**config.mk**
```make
export PLATFORM = sky130hd
export DESIGN_NAME = hilo_muldiv
export DESIGN_NICKNAME = d
export VERILOG_FILES = /design/src/rtl/hilo_muldiv.sv
export SDC_FILE = /design/constraint.sdc
export NUM_CORES = 2
export LEC_CHECK = 0
export BUFFER_PORTS_ARGS = -buffer_cell sky130_fd_sc_hd__buf_2
export CORE_MARGIN = 5
export CORE_UTILIZATION = 55
export DETAILED_ROUTE_END_ITERATION = 7
export MAX_ROUTING_LAYER = met4
export PLACE_DENSITY = 0.7
export SLEW_MARGIN = 0
export SYNTH_ARGS = -nofsm -noshare
export SYNTH_HDL_FRONTEND = slang
export SYNTH_SLANG_ARGS = --single-unit
export TNS_END_PERCENT = 100
```
**constraint.sdc**
```tcl
create_clock -name clk -period 6.6 [get_ports clk]
set_input_delay 0.99 -clock clk [delete_from_list [all_inputs] [get_ports clk]]
set_output_delay 0.99 -clock clk [all_outputs]
set_load 0.02 [all_outputs]
```
**src/rtl/hilo_muldiv.sv**
```systemverilog
// rtl/hilo_muldiv.sv - multi-cycle multiply/divide unit writing the hi/lo register pair
//
// Ports:
//   clk, resetn           clock, asynchronous active-low reset
//   start, op             request from EX; op 00 MULT, 01 MULTU, 10 DIV, 11 DIVU
//   src_a, src_b          operands, sampled only on the accept cycle
//   flush                 aborts any op in flight (and blocks an accept)
//   stall_req             holds the pipeline while an op is in progress
//   hi_we, lo_we          one-cycle writeback strobes (state DONE)
//   hi_wdata, lo_wdata    hi = product upper / remainder, lo = product lower / quotient
//
// Configuration macro: MULDIV_ITER_MULT_EN
//   defined   -> 32-cycle shift-add multiply in state MUL (same latency as divide)
//   undefined -> single-cycle combinational multiply registered at accept, IDLE->DONE

module hilo_muldiv (
    input  logic        clk,
    input  logic        resetn,
    input  logic        start,
    input  logic [1:0]  op,
    input  logic [31:0] src_a,
    input  logic [31:0] src_b,
    input  logic        flush,
    output logic        stall_req,
    output logic        hi_we,
    output logic        lo_we,
    output logic [31:0] hi_wdata,
    output logic [31:0] lo_wdata
);

    typedef enum logic [1:0] {IDLE = 2'd0, MUL = 2'd1, DIV = 2'd2, DONE = 2'd3} state_t;

    state_t      state;
    state_t      state_next;

    logic [31:0] acc_hi;     // remainder / product upper
    logic [31:0] acc_lo;     // dividend->quotient / multiplier->product lower
    logic [31:0] operand_b;  // divisor or multiplicand magnitude
    logic [4:0]  count;
    logic        is_div;
    logic        neg_lo;
    logic        neg_hi;
    logic        div_zero;

    logic        accept;
    logic        sign_a;
    logic        sign_b;
    logic [31:0] mag_a;
    logic [31:0] mag_b;

    assign accept = (state == IDLE) && start && !flush;
    assign sign_a = !op[0] && src_a[31];
    assign sign_b = !op[0] && src_b[31];
    assign mag_a  = sign_a ? -src_a : src_a;
    assign mag_b  = sign_b ? -src_b : src_b;

    // Restoring divide step. When the shifted remainder is >= divisor the
    // difference always fits in 32 bits, so a 32-bit subtract suffices.
    logic [32:0] rem_shift;
    logic        div_ge;
    logic [31:0] div_diff;

    assign rem_shift = {acc_hi, acc_lo[31]};
    assign div_ge    = rem_shift >= {1'b0, operand_b};
    assign div_diff  = rem_shift[31:0] - operand_b;

`ifdef MULDIV_ITER_MULT_EN
    // Shift-add step: add multiplicand when the multiplier LSB is set, then
    // shift the 65-bit {carry, hi, lo} right by one.
    logic [32:0] mul_sum;
    assign mul_sum = {1'b0, acc_hi} + (acc_lo[0] ? {1'b0, operand_b} : 33'd0);
`else
    logic [63:0] ext_a;
    logic [63:0] ext_b;
    logic [63:0] product;
    assign ext_a   = {(op[0] ? 32'd0 : {32{src_a[31]}}), src_a};
    assign ext_b   = {(op[0] ? 32'd0 : {32{src_b[31]}}), src_b};
    assign product = ext_a * ext_b;
`endif

    // State register
    always_ff @(posedge clk or negedge resetn) begin
        if (!resetn) begin
            state <= IDLE;
        end else begin
            state <= state_next;
        end
    end

    // Next-state logic
    always_comb begin
        state_next = state;
        case (state)
            IDLE: begin
                if (accept) begin
`ifdef MULDIV_ITER_MULT_EN
                    state_next = op[1] ? DIV : MUL;
`else
                    state_next = op[1] ? DIV : DONE;
`endif
                end
            end
            MUL, DIV: begin
                if (flush) begin
                    state_next = IDLE;
                end else if (count == 5'd31) begin
                    state_next = DONE;
                end
            end
            default: state_next = IDLE;
        endcase
    end

    // Datapath
    always_ff @(posedge clk or negedge resetn) begin
        if (!resetn) begin
            acc_hi    <= 32'd0;
            acc_lo    <= 32'd0;
            operand_b <= 32'd0;
            count     <= 5'd0;
            is_div    <= 1'b0;
            neg_lo    <= 1'b0;
            neg_hi    <= 1'b0;
            div_zero  <= 1'b0;
        end else if (accept) begin
            count    <= 5'd0;
            is_div   <= op[1];
            div_zero <= op[1] && (src_b == 32'd0);
            if (op[1]) begin
                acc_hi    <= 32'd0;
                acc_lo    <= mag_a;
                operand_b <= mag_b;
                neg_lo    <= sign_a ^ sign_b;
                neg_hi    <= sign_a;
            end else begin
`ifdef MULDIV_ITER_MULT_EN
                acc_hi    <= 32'd0;
                acc_lo    <= mag_a;
                operand_b <= mag_b;
                neg_lo    <= sign_a ^ sign_b;
                neg_hi    <= 1'b0;
`else
                {acc_hi, acc_lo} <= product;
                operand_b <= 32'd0;
                neg_lo    <= 1'b0;
                neg_hi    <= 1'b0;
`endif
            end
        end else if (state == DIV) begin
            count  <= count + 5'd1;
            acc_hi <= div_ge ? div_diff : rem_shift[31:0];
            acc_lo <= {acc_lo[30:0], div_ge};
`ifdef MULDIV_ITER_MULT_EN
        end else if (state == MUL) begin
            count            <= count + 5'd1;
            {acc_hi, acc_lo} <= {mul_sum, acc_lo[31:1]};
`endif
        end
    end

    // Sign fix-up applied to the final magnitudes
    logic [63:0] prod_neg;
    logic [31:0] res_hi;
    logic [31:0] res_lo;

    assign prod_neg = -{acc_hi, acc_lo};

    always_comb begin
        res_hi = 32'd0;
        res_lo = 32'd0;
        if (is_div) begin
            // Divide by zero: quotient all ones; remainder magnitude equals
            // |a|, so the normal sign fix restores src_a.
            res_hi = neg_hi ? -acc_hi : acc_hi;
            res_lo = div_zero ? 32'hFFFF_FFFF : (neg_lo ? -acc_lo : acc_lo);
        end else begin
            {res_hi, res_lo} = neg_lo ? prod_neg : {acc_hi, acc_lo};
        end
    end

    // Outputs; gated by resetn so stall_req cannot follow start during reset
    always_comb begin
        stall_req = 1'b0;
        hi_we     = 1'b0;
        lo_we     = 1'b0;
        hi_wdata  = 32'd0;
        lo_wdata  = 32'd0;
        if (resetn) begin
            stall_req = accept || (state == MUL) || (state == DIV);
            if (state == DONE) begin
                hi_we    = 1'b1;
                lo_we    = 1'b1;
                hi_wdata = res_hi;
                lo_wdata = res_lo;
            end
        end
    end

endmodule

```
Word-level counts from Yosys, hierarchy flattened:

Cells that the tools add are included.

* $add $sub $neg: 7
* multipliers: 1
* $lt $le $gt $ge: 1
* equal/unequal tests: 6
* multiplexer cells: 34
* bitwise operators: 1
* reduce and logical (&&, ||, !) cells: 14

Operator list (number)
* two-way mux 32 bit: 21
* negation 32 bit: 4
* multiplier 64 x 64 -> 64 bit: 1
* two-way mux 64 bit: 1
* negation 64 bit: 1
* greater-or-equal comparator 33 x 32 -> 1 bit: 1
* logical NOT 32 bit: 1
* subtractor 32 bit: 1
* two-way mux 5 bit: 2
* two-way mux 1 bit: 6
* two-way mux 2 bit: 3
* adder 5 x 1 -> 5 bit, second input constant: 1
* == test 5 bit, second input constant: 1
* logical AND 1 bit: 5
* == test 2 bit, second input constant: 2
* case mux 2 bit (2 select lines): 1
* inequality test 3 bit, second input constant: 1
* == test 2 x 1 -> 1 bit, second input constant: 1
* logical NOT 1 bit: 2
* logical NOT 2 bit: 1
* logical OR 1 bit: 2
* inequality test 2 bit, second input constant: 1
* AND reduction 2 bit: 1
* nonzero test 2 bit: 1
* 2 further kinds: 2

* register bits: 107
* input port bits: 70
* output and inout port bits: 67
* word-level logic and storage cells: 73

Depth between registers and ports, before layout:

* word-level depth: 6
* depth in mapped cells: 37
* mapped depth without buffers: 32

Worst setup path before layout:

No wires, ideal clock.

* path type: input port to flip-flop
* start point: input port src_a[31]
* end point: register acc_hi[28]
* library setup time: 0.133 ns
* arrival: 10.078 ns
* data required time: 6.467 ns
* setup slack: -3.611 ns
* stages: 32
* path buffers: 5
* cell sequence: clkbuf_1 -> nor2b_1 -> buf_2 -> clkbuf_1 -> clkbuf_1 -> clkbuf_1 -> nand2_1 -> fa_1 -> inv_1 -> fa_1 -> fa_1 -> inv_1 -> fa_1 -> inv_1 -> fa_1 -> fa_1 -> fa_1 -> fa_1 -> fa_1 -> inv_1 -> fa_1 -> inv_1 -> ha_1 -> a21o_1 -> or3_1 -> o21ai_0 -> o221ai_1 -> a31oi_1 -> o21ai_0 -> a211oi_1 -> mux2i_1 -> o211ai_1

* word-level cells in the longest chain between the ends: 4

RTL lines
* start, declared: RTL line 21 `input logic [31:0] src_a,`
* two-way mux 32 bit: RTL line 76 `assign ext_a = {(op[0] ? 32'd0 : {32{src_a[31]}}), src_a};`
* multiplier 64 x 64 -> 64 bit (*): RTL line 78 `assign product = ext_a * ext_b;`
* two-way mux 32 bit (*): RTL line 129 `if (op[1]) begin`
* two-way mux 32 bit (*): RTL line 125 `end else if (accept) begin`
* end signal, assigned: RTL line 143 `{acc_hi, acc_lo} <= product;`
* end signal, assigned: RTL line 151 `acc_hi <= div_ge ? div_diff : rem_shift[31:0];`
* end, declared: RTL line 36 `logic [31:0] acc_hi;`

Every way passes the cells marked *; elsewhere a longest branch is shown, timed or not.
A chain may end at the register's enable or synchronous reset.

Final worst setup path:

* start point: input port src_a[31]
* end point: register acc_hi[31]

The elaborated chain is that of the path after synthesis.

==> impl_metrics.csv <==
group,metric,value,unit
global_routing,grt_pass1_wl,298000,um
detailed_routing,wl,193000,um
cts,insertion_delay,0.36,ns
floorplan,pin_count,137,
detailed_routing,ant_nets,0,
yosys,synth_edf_count,0,
yosys,synth_adder_area_share,56.4,%
floorplan,rows,119,
place,routabilityCongestion,1.03,
yosys,yosysSeqAreaShare,4.60,%
floorplan,dieArea,113000,sq um
final_layout,final_cell_mix,"inv_1, fa_1, buf_4, nand2_1, and2_1",
floorplan,start_util,55.3,%
sta,setup_slack,-2.31,ns
yosys,synth_top_family_by_area,"adder cells",
place,place_inst,8357,
setup_path,cp_common_cell,"fa_1",
run_status,status,"finished with violations",
sta,worst_pin_slew,1.34,ns
yosys,synth_ff_type,"dfrtp_1",
detailed_routing,drc,0,
sta,grt_setup_unrepaired,"true",
setup_path,critPathArrivalTime,9.20,ns
sta,slew_headroom,10.8,%
cts,clk_pin_slew,0.08,ns
detailed_routing,first_pass_iters,5,
yosys,synth.distinct_cells,79,
yosys,synth-xor-area-share,3.88,%
yosys,synthSimpleGateAreaFrac,14.4,%
global_routing,grt.total_usage,35.6,%
cts,cts_made_buffers,9,
setup_path,critPathLaunchType,"input port",
cts,cts_sinks,107,
setup_path,path_max_fanout,5,
sta,max_freq,112,MHz
yosys,avgSynthCellArea,9.01,sq um
sta,finalClockSkew,0.0100,ns
setup_path,path_buf_inv,11,
cts,clock_tree.buffer_depth,2,
cts,cts_tree,"done",
sta,hold_violations,0,
sta,finalMaxSlewViolations,0,
floorplan,design.core.area,105000,sq um
floorplan,die_x,335,um
global_routing,grt_pass1_vias,51147,
yosys,synth_cells,6468,
global_routing,antenna_found_initial,11,
final_layout,final_common_cell,"inv_1",
final_layout,fin_cells,8459,
final_layout,syn_to_final_growth,20.2,%
detailed_routing,drtIter0Drc,3566,
detailed_routing,wire_per_inst,22.8,um
place,portBuffers,136,
setup_path,required,6.89,ns
sta,min_period,8.91,ns
floorplan,fp.dieH,335,um
yosys,yosys_warnings,0,
place,place_hpwl,162000,um
setup_path,crit_path_end_kind,"register",
flow_run,max_cap_viol_count,0,
setup_path,cpPeakStageDelay,0.60,ns
global_routing,grt_max_degree,70,
detailed_routing,viasPerCell,5.57,
yosys,syn_area,58300,sq um
final_layout,drive_above_1_share,20.9,%
yosys,synthArstFlopShare,100,%
yosys,synth_compound_area_share,7.28,%
global_routing,grt_overflow_total,0,
detailed_routing,vias,47081,
yosys,synth_seq_cells,107,
setup_path,crit_type,"in2reg",
setup_path,path_delay_family,"adder cells",
cts,root_buffer,"clkbuf_16",
setup_path,critPathSlowestCell,"fa_2",
cts,cts_hold_buf,0,
yosys,synthMuxAreaShare,0.808,%
cts,h-tree-depth,3,
final_layout,final_nets,8896,
run_status,violations,"setup timing",
sta,timing.final.crit_share,135,%
min_path,hold_path_class,"reg2reg",
yosys,syn_nets,8309,
sta,finalSetupViolCount,54,
## cells by family after synthesis
kind of cell | count (synthesis)
buffers and inverters | 1946
adder cells (fa/ha/maj) | 1775
AND/OR/NAND/NOR | 1678
AO/OA/AOI/OAI | 657
XOR/XNOR | 258
flip-flops | 107
multiplexers | 47
## tightest hold or removal path, delay by kind of cell (launching register included)
| kind | cells | cell delay [ns] |
|---|---|---|
| flops | 1 | 0.36 |
| simple gates | 2 | 0.11 |
## repair_timing
item                       4_1_cts  5_1_grt
gates cloned                     5        3
gates resized for setup        405      208
setup buffers                   55       28
setup endpoints to repair       55       55
pin swaps                      207      157
## stage by stage
| step | area, sq um | util, % | setup slack, ns | hold slack (ns) | TNS (ns) |
|---|---|---|---|---|---|
| global route | 70000 | 66.5 | -2.60 | 0.538 | -105.90 |
| global placement | 66300 | 62.9 | -2.74 | 0.463 | -122.44 |
| detailed placement | 66300 | 62.9 | -2.87 | 0.475 | -126.06 |
| CTS | 68900 | 65.4 | -2.28 | 0.491 | -92.06 |
| floorplan | 59800 | - | -2.66 | 0.443 | -83.94 |
| finish | 70000 | 66.5 | -2.31 | 0.503 | -94.75 |
## metal layers
metal | global-route usage [%] | vias to the layer above | wire (um)
li1 | - | 20413 | -
met1 | 46.6 | 24174 | 76900
met2 | 57.1 | 2057 | 90000
met3 | 5.17 | 437 | 15600
met4 | 13.2 | 0 | 10100
met5 | - | - | 0
## path summary, 6_finish.rpt
| kind | from | to | slack (ns) | depth (start not counted) |
|---|---|---|---|---|
| worst max-delay path | src_a[31] | acc_hi[31]$_DFFE_PN0P_ | -2.31 | 32 |
| worst min-delay path | operand_b[0]$_DFFE_PN0P_ | operand_b[0]$_DFFE_PN0P_ | 0.50 | 2 |
| worst max register to register | acc_hi[7]$_DFFE_PN0P_ | acc_hi[17]$_DFFE_PN0P_ | 1.93 | 11 |
| min in group asynchronous | resetn | acc_lo[23]$_DFFE_PN0P_ | 0.63 | 1 |
| worst min register to register | operand_b[0]$_DFFE_PN0P_ | operand_b[0]$_DFFE_PN0P_ | 0.50 | 2 |
| max in group asynchronous | resetn | operand_b[27]$_DFFE_PN0P_ | 4.65 | 2 |
## state kept, by name, indices dropped and copies added, names as in the netlist
register,flops
operand_b,32
neg_hi,1
div_zero,1
state,2
is_div,1
count,5
acc_lo,32
neg_lo,1
acc_hi,32
## cell type report
cell class,count,area (sq um)
antenna,8,20.0
multi-input combinational,4415,50900
inverter,1570,5900
fill,8414,35200
sequential,107,2680
clock inverter,5,60.1
clock buffer,11,243
timing repair buffer,952,8530
tap,1391,1740
## cell usage after synthesis, drive strengths merged (10+ instances only)
| library cell | count | area [sq um] |
|---|---|---|
| buf | 66 | 290 |
| o21ai | 156 | 785 |
| dfrtp | 107 | 2680 |
| or3 | 28 | 175 |
| o41ai | 20 | 194 |
| a211oi | 26 | 195 |
| and2 | 587 | 3670 |
| xnor2 | 141 | 1230 |
| mux2i | 47 | 470 |
| o21a | 13 | 97.6 |
| nand2 | 671 | 2520 |
| nor3 | 36 | 180 |
| and3 | 13 | 81.3 |
| inv | 1570 | 5890 |
| nand2b | 18 | 113 |
| clkbuf | 310 | 1160 |
| nor4 | 13 | 81.3 |
| a21o | 56 | 420 |
| or2 | 10 | 62.6 |
| nand3 | 34 | 170 |
| fa | 1420 | 28400 |
| o22ai | 42 | 263 |
| o31ai | 32 | 259 |
| xor2 | 117 | 1020 |
| nand4 | 22 | 138 |
| ha | 351 | 4390 |
| a31o | 11 | 96.3 |
| a31oi | 21 | 131 |
| or4 | 17 | 143 |
| o211ai | 49 | 373 |
| a21oi | 160 | 805 |
| nor2 | 176 | 663 |
| nor2b | 23 | 144 |
Power is left out: the tool's default activity adds up to more than one toggle a clock period on the data nets, which glitch-free logic cannot reach.
